[config.mk]
export PLATFORM = sky130hd
export DESIGN_NAME = imem_loader
export DESIGN_NICKNAME = d
export VERILOG_FILES = /design/src/rtl/imem_loader.sv
export SDC_FILE = /design/constraint.sdc
export NUM_CORES = 2
export LEC_CHECK = 0
export CELL_PAD_IN_SITES_DETAIL_PLACEMENT = 0
export CELL_PAD_IN_SITES_GLOBAL_PLACEMENT = 1
export CORE_AREA = 2 2 536 432
export CTS_BUF_LIST = sky130_fd_sc_hd__clkbuf_4 sky130_fd_sc_hd__clkbuf_8
export CTS_CLUSTER_SIZE = 30
export DETAILED_ROUTE_END_ITERATION = 10
export DIE_AREA = 0 0 538 434
export PLACE_DENSITY_LB_ADDON = 0.1
export SLEW_MARGIN = 20
export SYNTH_ARGS = -nofsm -noshare
export SYNTH_HDL_FRONTEND = slang
export SYNTH_SLANG_ARGS = --single-unit
[constraint.sdc]
create_clock -name clk -period 4.6 [get_ports clk]
set_clock_uncertainty 0.15 [all_clocks]
set_input_delay 0.92 -clock clk [delete_from_list [all_inputs] [get_ports clk]]
set_output_delay 0.92 -clock clk [all_outputs]
set_load 0.01 [all_outputs]
[src/rtl/imem_loader.sv]
// imem_loader: 2**AWIDTH x IWIDTH instruction memory filled by a 1-bit serial loader; holds the core in reset until loaded.
// Define LOADER_PARITY_EN to append an even-parity bit to every word and enable the ERR state.
module imem_loader #(
    parameter int AWIDTH = 8,
    parameter int IWIDTH = 10
) (
    input  logic              clk,
    input  logic              reset,
    input  logic              load_req,
    input  logic              sin_valid,
    input  logic              sin,
    input  logic [AWIDTH-1:0] cpu_adr,
    output logic [IWIDTH-1:0] instruct,
    output logic              cpu_reset,
    output logic              load_busy,
    output logic              load_done,
    output logic              parity_err
);
    localparam int DEPTH = 2**AWIDTH;
`ifdef LOADER_PARITY_EN
    localparam int WBITS = IWIDTH + 1;
`else
    localparam int WBITS = IWIDTH;
`endif
    localparam int SW   = WBITS - 1;
    localparam int CMAX = (AWIDTH > WBITS) ? AWIDTH : WBITS;
    localparam int CW   = $clog2(CMAX);
    localparam logic [CW-1:0] LEN_LAST  = CW'(AWIDTH - 1);
    localparam logic [CW-1:0] WORD_LAST = CW'(WBITS - 1);

    typedef enum logic [2:0] {S_IDLE, S_LEN, S_LOAD, S_RUN, S_ERR} state_t;

    state_t              state_q, state_d;
    logic [CW-1:0]       bitcnt_q, bitcnt_d;
    logic [AWIDTH-1:0]   len_q, len_d;
    logic [AWIDTH-1:0]   wr_adr_q, wr_adr_d;
    logic [SW-1:0]       shift_q, shift_d;
    logic                cpu_reset_q, load_busy_q, load_done_q;
    logic [WBITS-1:0]    word;
    logic [IWIDTH-1:0]   wdata;
    logic                word_ok;
    logic                we;
    logic [IWIDTH-1:0]   mem [DEPTH];

    // The completing bit is still on sin, so the word is assembled from the shift register plus sin.
    assign word = {shift_q, sin};
`ifdef LOADER_PARITY_EN
    assign wdata   = word[WBITS-1:1];
    assign word_ok = ~^word;
`else
    assign wdata   = word;
    assign word_ok = 1'b1;
`endif

    always_comb begin
        state_d  = state_q;
        bitcnt_d = bitcnt_q;
        len_d    = len_q;
        wr_adr_d = wr_adr_q;
        shift_d  = shift_q;
        we       = 1'b0;
        if (load_req) begin
            state_d  = S_LEN;
            bitcnt_d = '0;
            len_d    = '0;
            wr_adr_d = '0;
            shift_d  = '0;
        end else if (sin_valid) begin
            case (state_q)
                S_LEN: begin
                    len_d = {len_q[AWIDTH-2:0], sin};
                    if (bitcnt_q == LEN_LAST) begin
                        state_d  = S_LOAD;
                        bitcnt_d = '0;
                        wr_adr_d = '0;
                    end else begin
                        bitcnt_d = bitcnt_q + 1'b1;
                    end
                end
                S_LOAD: begin
                    shift_d = {shift_q[SW-2:0], sin};
                    if (bitcnt_q == WORD_LAST) begin
                        bitcnt_d = '0;
                        if (word_ok) begin
                            we       = 1'b1;
                            wr_adr_d = wr_adr_q + 1'b1;
                            if (wr_adr_q == len_q) state_d = S_RUN;
                        end else begin
                            state_d = S_ERR;
                        end
                    end else begin
                        bitcnt_d = bitcnt_q + 1'b1;
                    end
                end
                default: ;
            endcase
        end
    end

    always_ff @(posedge clk or posedge reset) begin
        if (reset) begin
            state_q     <= S_IDLE;
            bitcnt_q    <= '0;
            len_q       <= '0;
            wr_adr_q    <= '0;
            shift_q     <= '0;
            cpu_reset_q <= 1'b1;
            load_busy_q <= 1'b0;
            load_done_q <= 1'b0;
        end else begin
            state_q     <= state_d;
            bitcnt_q    <= bitcnt_d;
            len_q       <= len_d;
            wr_adr_q    <= wr_adr_d;
            shift_q     <= shift_d;
            cpu_reset_q <= (state_d != S_RUN);
            load_busy_q <= (state_d == S_LEN) || (state_d == S_LOAD);
            load_done_q <= (state_d == S_RUN) && (state_q != S_RUN);
        end
    end

`ifdef LOADER_PARITY_EN
    logic perr_q;
    always_ff @(posedge clk or posedge reset) begin
        if (reset) perr_q <= 1'b0;
        else       perr_q <= (state_d == S_ERR);
    end
    assign parity_err = perr_q;
`else
    assign parity_err = 1'b0;
`endif

    // Memory is deliberately outside the reset domain so a reset keeps the loaded program.
    always_ff @(posedge clk) begin
        if (we) mem[wr_adr_q] <= wdata;
    end

    assign instruct  = mem[cpu_adr];
    assign cpu_reset = cpu_reset_q;
    assign load_busy = load_busy_q;
    assign load_done = load_done_q;

endmodule
== Word level (Yosys, flattened, before mapping) ==
Memories as Yosys holds them, arrays and structs flattened.
Cells that the tools add are included.
Storage, ports and cells
  memories: 1
  memory bits (writable): 2560
  flip-flop bits (word level): 35
  word-level logic and storage cells: 61
  input port bits: 13
Cells by class
  reductions and logical operators: 10
  eq/ne operators: 12
  add/subtract/negate cells: 2
  multiplexer cells: 28
Memory list
  mem: depth 256, width 10, rd ports 1, clocked after Yosys merged registers in 0, write ports 1, line 43  | logic [IWIDTH-1:0] mem [DEPTH];
Operators with widths (count)
  two-way mux 8 bit: 7
  two-way mux 9 bit: 3
  two-way mux 4 bit: 4
  one-hot mux 8 bit (2 select lines): 1
  two-way mux 3 bit: 5
  equality test 3 x 2 -> 1 bit, second input constant: 3
  adder 8 x 1 -> 8 bit, second input constant: 1
  equality test 8 bit: 1
  one-hot mux 4 bit (2 select lines): 1
  equality test 3 x 1 -> 1 bit, second input constant: 2
  two-way mux 1 bit: 6
  != test 3 x 2 -> 1 bit, second input constant: 2
  != test 3 bit, second input constant: 2
  one-hot mux 3 bit (2 select lines): 1
  AND reduction 2 bit: 3
  nonzero test 2 bit: 3
  adder 4 x 1 -> 4 bit, second input constant: 1
  equality test 4 x 3 -> 1 bit, second input constant: 1
  equality test 4 bit, second input constant: 1
  AND reduction 4 bit: 1
  nonzero test 3 bit: 1
  logical AND 1 bit: 1
  logical OR 1 bit: 1

== Longest topological paths before layout ==
  word-level depth: 8
  gate-level depth with buffers: 13

== Worst setup path before layout ==
OpenSTA, ideal clock, no wires.
  kind: reg-to-reg
  start point: register shift_q[0]
  end point: memory mem[0][1] (data pin)
  cell stages (with the launch flop): 1
  library setup time: 0.806 ns
  clock period less this slack: 4.154 ns
  setup slack: 0.446 ns
  arrival: 3.197 ns
  required time: 3.644 ns
  cell sequence: dfrtp_1
RTL lines
  start: declaration: line 37  | logic [SW-1:0] shift_q, shift_d;
  start signal: assignment: line 115  | shift_q <= shift_d;
  end: declaration: line 43
Straight into the memory's write port.

== Worst setup path after layout ==
  start point: input cpu_adr[0]
  end point: output instruct[9]
On the way
  cells in the longest elaborated chain, start to end: 1
RTL lines
  start: declaration: line 12  | input logic [AWIDTH-1:0] cpu_adr,
  memory read (256 x 10 bit)
  end: declaration: line 13  | output logic [IWIDTH-1:0] instruct,
No other way between the ends.

==> results.yml <==
status:
  outcome: "finished, violations left"
  violations: "negative setup slack"
logic_synthesis:
  syn-num-nets: 4860
  synth_edf_count: 2560
  synth_largest_area_cell: "edfxtp_1"
  ys_seq_area_share_pct: 76.16
  yosysMostFrequentCell: "edfxtp_1"
  synth.yosys.warnings: 0
  synth_flop_cell: "edfxtp_1"
  synthTopCellsByArea: "edfxtp_1 (75%), mux4_2 (10%), mux2i_1 (2.8%)"
  async_reset_ff_share_pct: 1.349
  syn_inst: 4841
  synthesis.area_mm2: 0.1021
  syn_area_per_cell_um2: 21.09
  synth_top_area_share_pct: 75.30
  ys_ff_latch: 2595
  ys_types: 90
  synthTopCellsByCount: "edfxtp_1 (2560), mux4_2 (475), nor2_1 (312), mux2i_1 (288), nand2_1 (162)"
timing:
  layout_min_cycle_time_ns: 4.814
  setup_violations: 10
  hold_viol: 0
  grt_setup_unrepaired: "true"
  relSlewSlack_pct: 27.10
  max_freq_ghz: 0.2077
  setup_tns_ns: -1.251
  setup_slack_ns: -0.2140
  drv_slew: 0
  period_share_pct: 104.7
  worst_slew_pin_slew_ns: 1.092
global_routing:
  grt_pass1_vias: 53540
  grt_pass1_wl_mm: 413.0
  groute.usage.overall_pct: 25.11
  grt_max_degree: 170
  antenna_found_initial: 16
  grt.overflow.total: 0
worst_setup_path:
  crit_chain: "buf_16 > buf_16 > buf_16 > buf_12 > clkbuf_16 > buf_8 > mux4_2 > mux4_2 > nor2_4 > a311o_2 > nor4_4 > buf_2"
  start_kind: "input port"
  r2r_cells: 7
  r2r_setup_slack_ns: 1.09
  required_ns: 3.53
  crit_slowest_cell: "nor4_4"
  end_kind: "primary output"
  path_buf_inv: 7
  slowest_delay_ns: 0.51
  cp_common_cell: "buf_16"
  critPathTopFamily: "buffers and inverters"
  r2r-start: "state_q[2]"
  rr_endpoint: "mem[62][1]"
  worst-path-max-fanout: 8
  critPathArrivalTime_ns: 3.74
  crit_type: "in2out"
layout:
  finalNetCount: 6048
  fillerInstances: 18130
  drive_above_1_share_pct: 36.81
  syn_to_final_growth_pct: 19.58
  layout.cells.non_filler: 9368
routing:
  drt-total-wl_mm: 293.8
  drtPass1Iterations: 5
  drt_first_iter_violations: 5962
  via_per_inst: 5.763
  via_count: 53990
  wl_per_cell_um: 31.37
  antenna_left: 0
  drc: 0
power_and_ir_drop:
  vdd_drop_max_v: 0.0002570
  leakage_uw: 0.04042
  power_density_mw_per_mm2: 382.5
clock_network:
  h-tree-depth: 5
  clock_path_buffers: 4
  clkTransAtPathRegs_ns: 0.06
  cts_tree: "yes"
  worst_skew_pair.late_latency_ns: 1.01
  postCtsHoldBufs: 0
  cts.sinks: 2595
  cts_root_buffer: "clkbuf_8"
  cts_inserted_buffers: 411
floorplan:
  rows: 157
  core_mm2: 0.2279
  die_h_um: 434
  die_area_mm2: 0.2335
  die_x_um: 538
  ios: 27
  start_util_pct: 44.80
flow_run:
  max-cap-violations: 0
min_path:
  hold_end: "len_q[0]"
  holdPathStages: 3
  hp-start: "sin"
  holdCritPathClass: "in2reg"
placement:
  place_inst: 8532
  portBuffers: 25
  place_hpwl_mm: 190.0
  globalplace.congestion: 0.8592
[repair_timing]
action / CTS / global route
cloned: 5 / 5
endpoints found under the hold margin: 0 / 0
pin swaps: 29 / 45
setup buffers: 58 / 50
gates resized for setup: 230 / 106
endpoints found under the setup margin: 10 / 10
[worst max-delay path by stage]
stage | slack [ns] | start | end | cells past startpoint
after CTS | -0.25 | cpu_adr[0] | instruct[2] | 11
after detailed placement | -1.29 | cpu_adr[0] | instruct[5] | 11
after global placement | -1.30 | cpu_adr[0] | instruct[9] | 12
after floorplan | 0.45 | shift_q[0] | mem[0][1] | 0
final | -0.21 | cpu_adr[0] | instruct[9] | 12
after global routing | -0.20 | cpu_adr[0] | instruct[3] | 12
[layout make-up]
type	count	area [um^2]	share of cell area, %
Sequential cell	2595	77780	63.72
Multi-Input combinational cell	1953	22850	18.72
Timing Repair Buffer	1055	9882	8.095
Clock buffer	531	6589	5.397
Tap cell	3021	3780	3.096
Clock inverter	193	1114	0.9122
Inverter	13	55.05	0.04510
Antenna cell	7	17.52	0.01435
[cell families (layout without fill, tap and decap cells)]
logic type      Yosys count  in the layout  share of synthesized area, %
compound gates          421            421                         2.894
other cells               1              8                      0.003673
fa+ha+maj                 6              6                       0.07354
flops                  2595           2595                         76.16
mux                     856            856                         15.51
buf+inv                 293           1792                         2.356
simple gates            654            654                         2.878
xor+xnor                 15             15                        0.1287
[through the flow]
stage                     area, um^2  worst slack (ns)  total power [uW]  util, %  hold WS (ns)
after global placement        112000            -1.300             28010    49.17        0.3689
after floorplan               102100            0.4464             27090        -        0.3523
after global routing          122100           -0.2043             48140    53.57        0.1275
final                         122100           -0.2140             46690    53.57        0.1607
after CTS                     121100           -0.2539             47020    53.17       0.09148
after detailed placement      112000            -1.294             28010    49.17        0.3872
[power by group]
group / leakage, uW / internal [uW] / switching (uW)
Sequential: 0.0235 / 25600 / 5.39
Combinational: 0.0128 / 976 / 1150
Clock: 0.00409 / 9880 / 9060
Total: 0.0404 / 36500 / 10200
[layout by cell type (no fill, tap or decap), types with 11 or more instances in the layout]
master	n
nor4_1	12
buf_4	859
nand2_1	147
nor2_1	304
clkinv_2	51
clkbuf_4	115
buf_6	42
a211oi_1	12
mux2i_1	284
a22oi_1	48
a221oi_1	13
a21oi_1	100
clkinv_1	121
mux4_1	60
o21ai_0	20
o22ai_1	49
a211oi_2	11
dfrtp_1	25
nand2_2	16
mux4_2	495
clkbuf_8	416
edfxtp_1	2560
buf_8	13
nor3_1	24
nor2b_1	11
and3_1	18
buf_16	16
buf_12	102
mux2_2	12
o221ai_1	60
[registers in the layout, summed over array words and instances, names as in the netlist]
signal,count
bitcnt_q,4
cpu_reset,1
len_q,8
load_busy,1
load_done,1
mem,2560
shift_q,9
state_q,3
wr_adr_q,8
[worst reg2reg max path, cell delays in order (launching register included)]
cell and delay, ns:
dfrtp_1 0.48, nand4bb_1 0.43, nor4_1 0.38, nor2b_1 0.18, buf_4 0.24, nand2_1 0.49
nor2_1 0.55, buf_4 0.29
[layer usage]
layer	routed length, um	vias to the layer above	global-route usage [%]
li1	-	22650	-
met4	4771	0	4.464
met3	22920	359	4.810
met1	133500	28930	38.85
met2	132700	2057	37.51
met5	0	-	0
No activity file was read; power rests on OpenSTA's default activity.
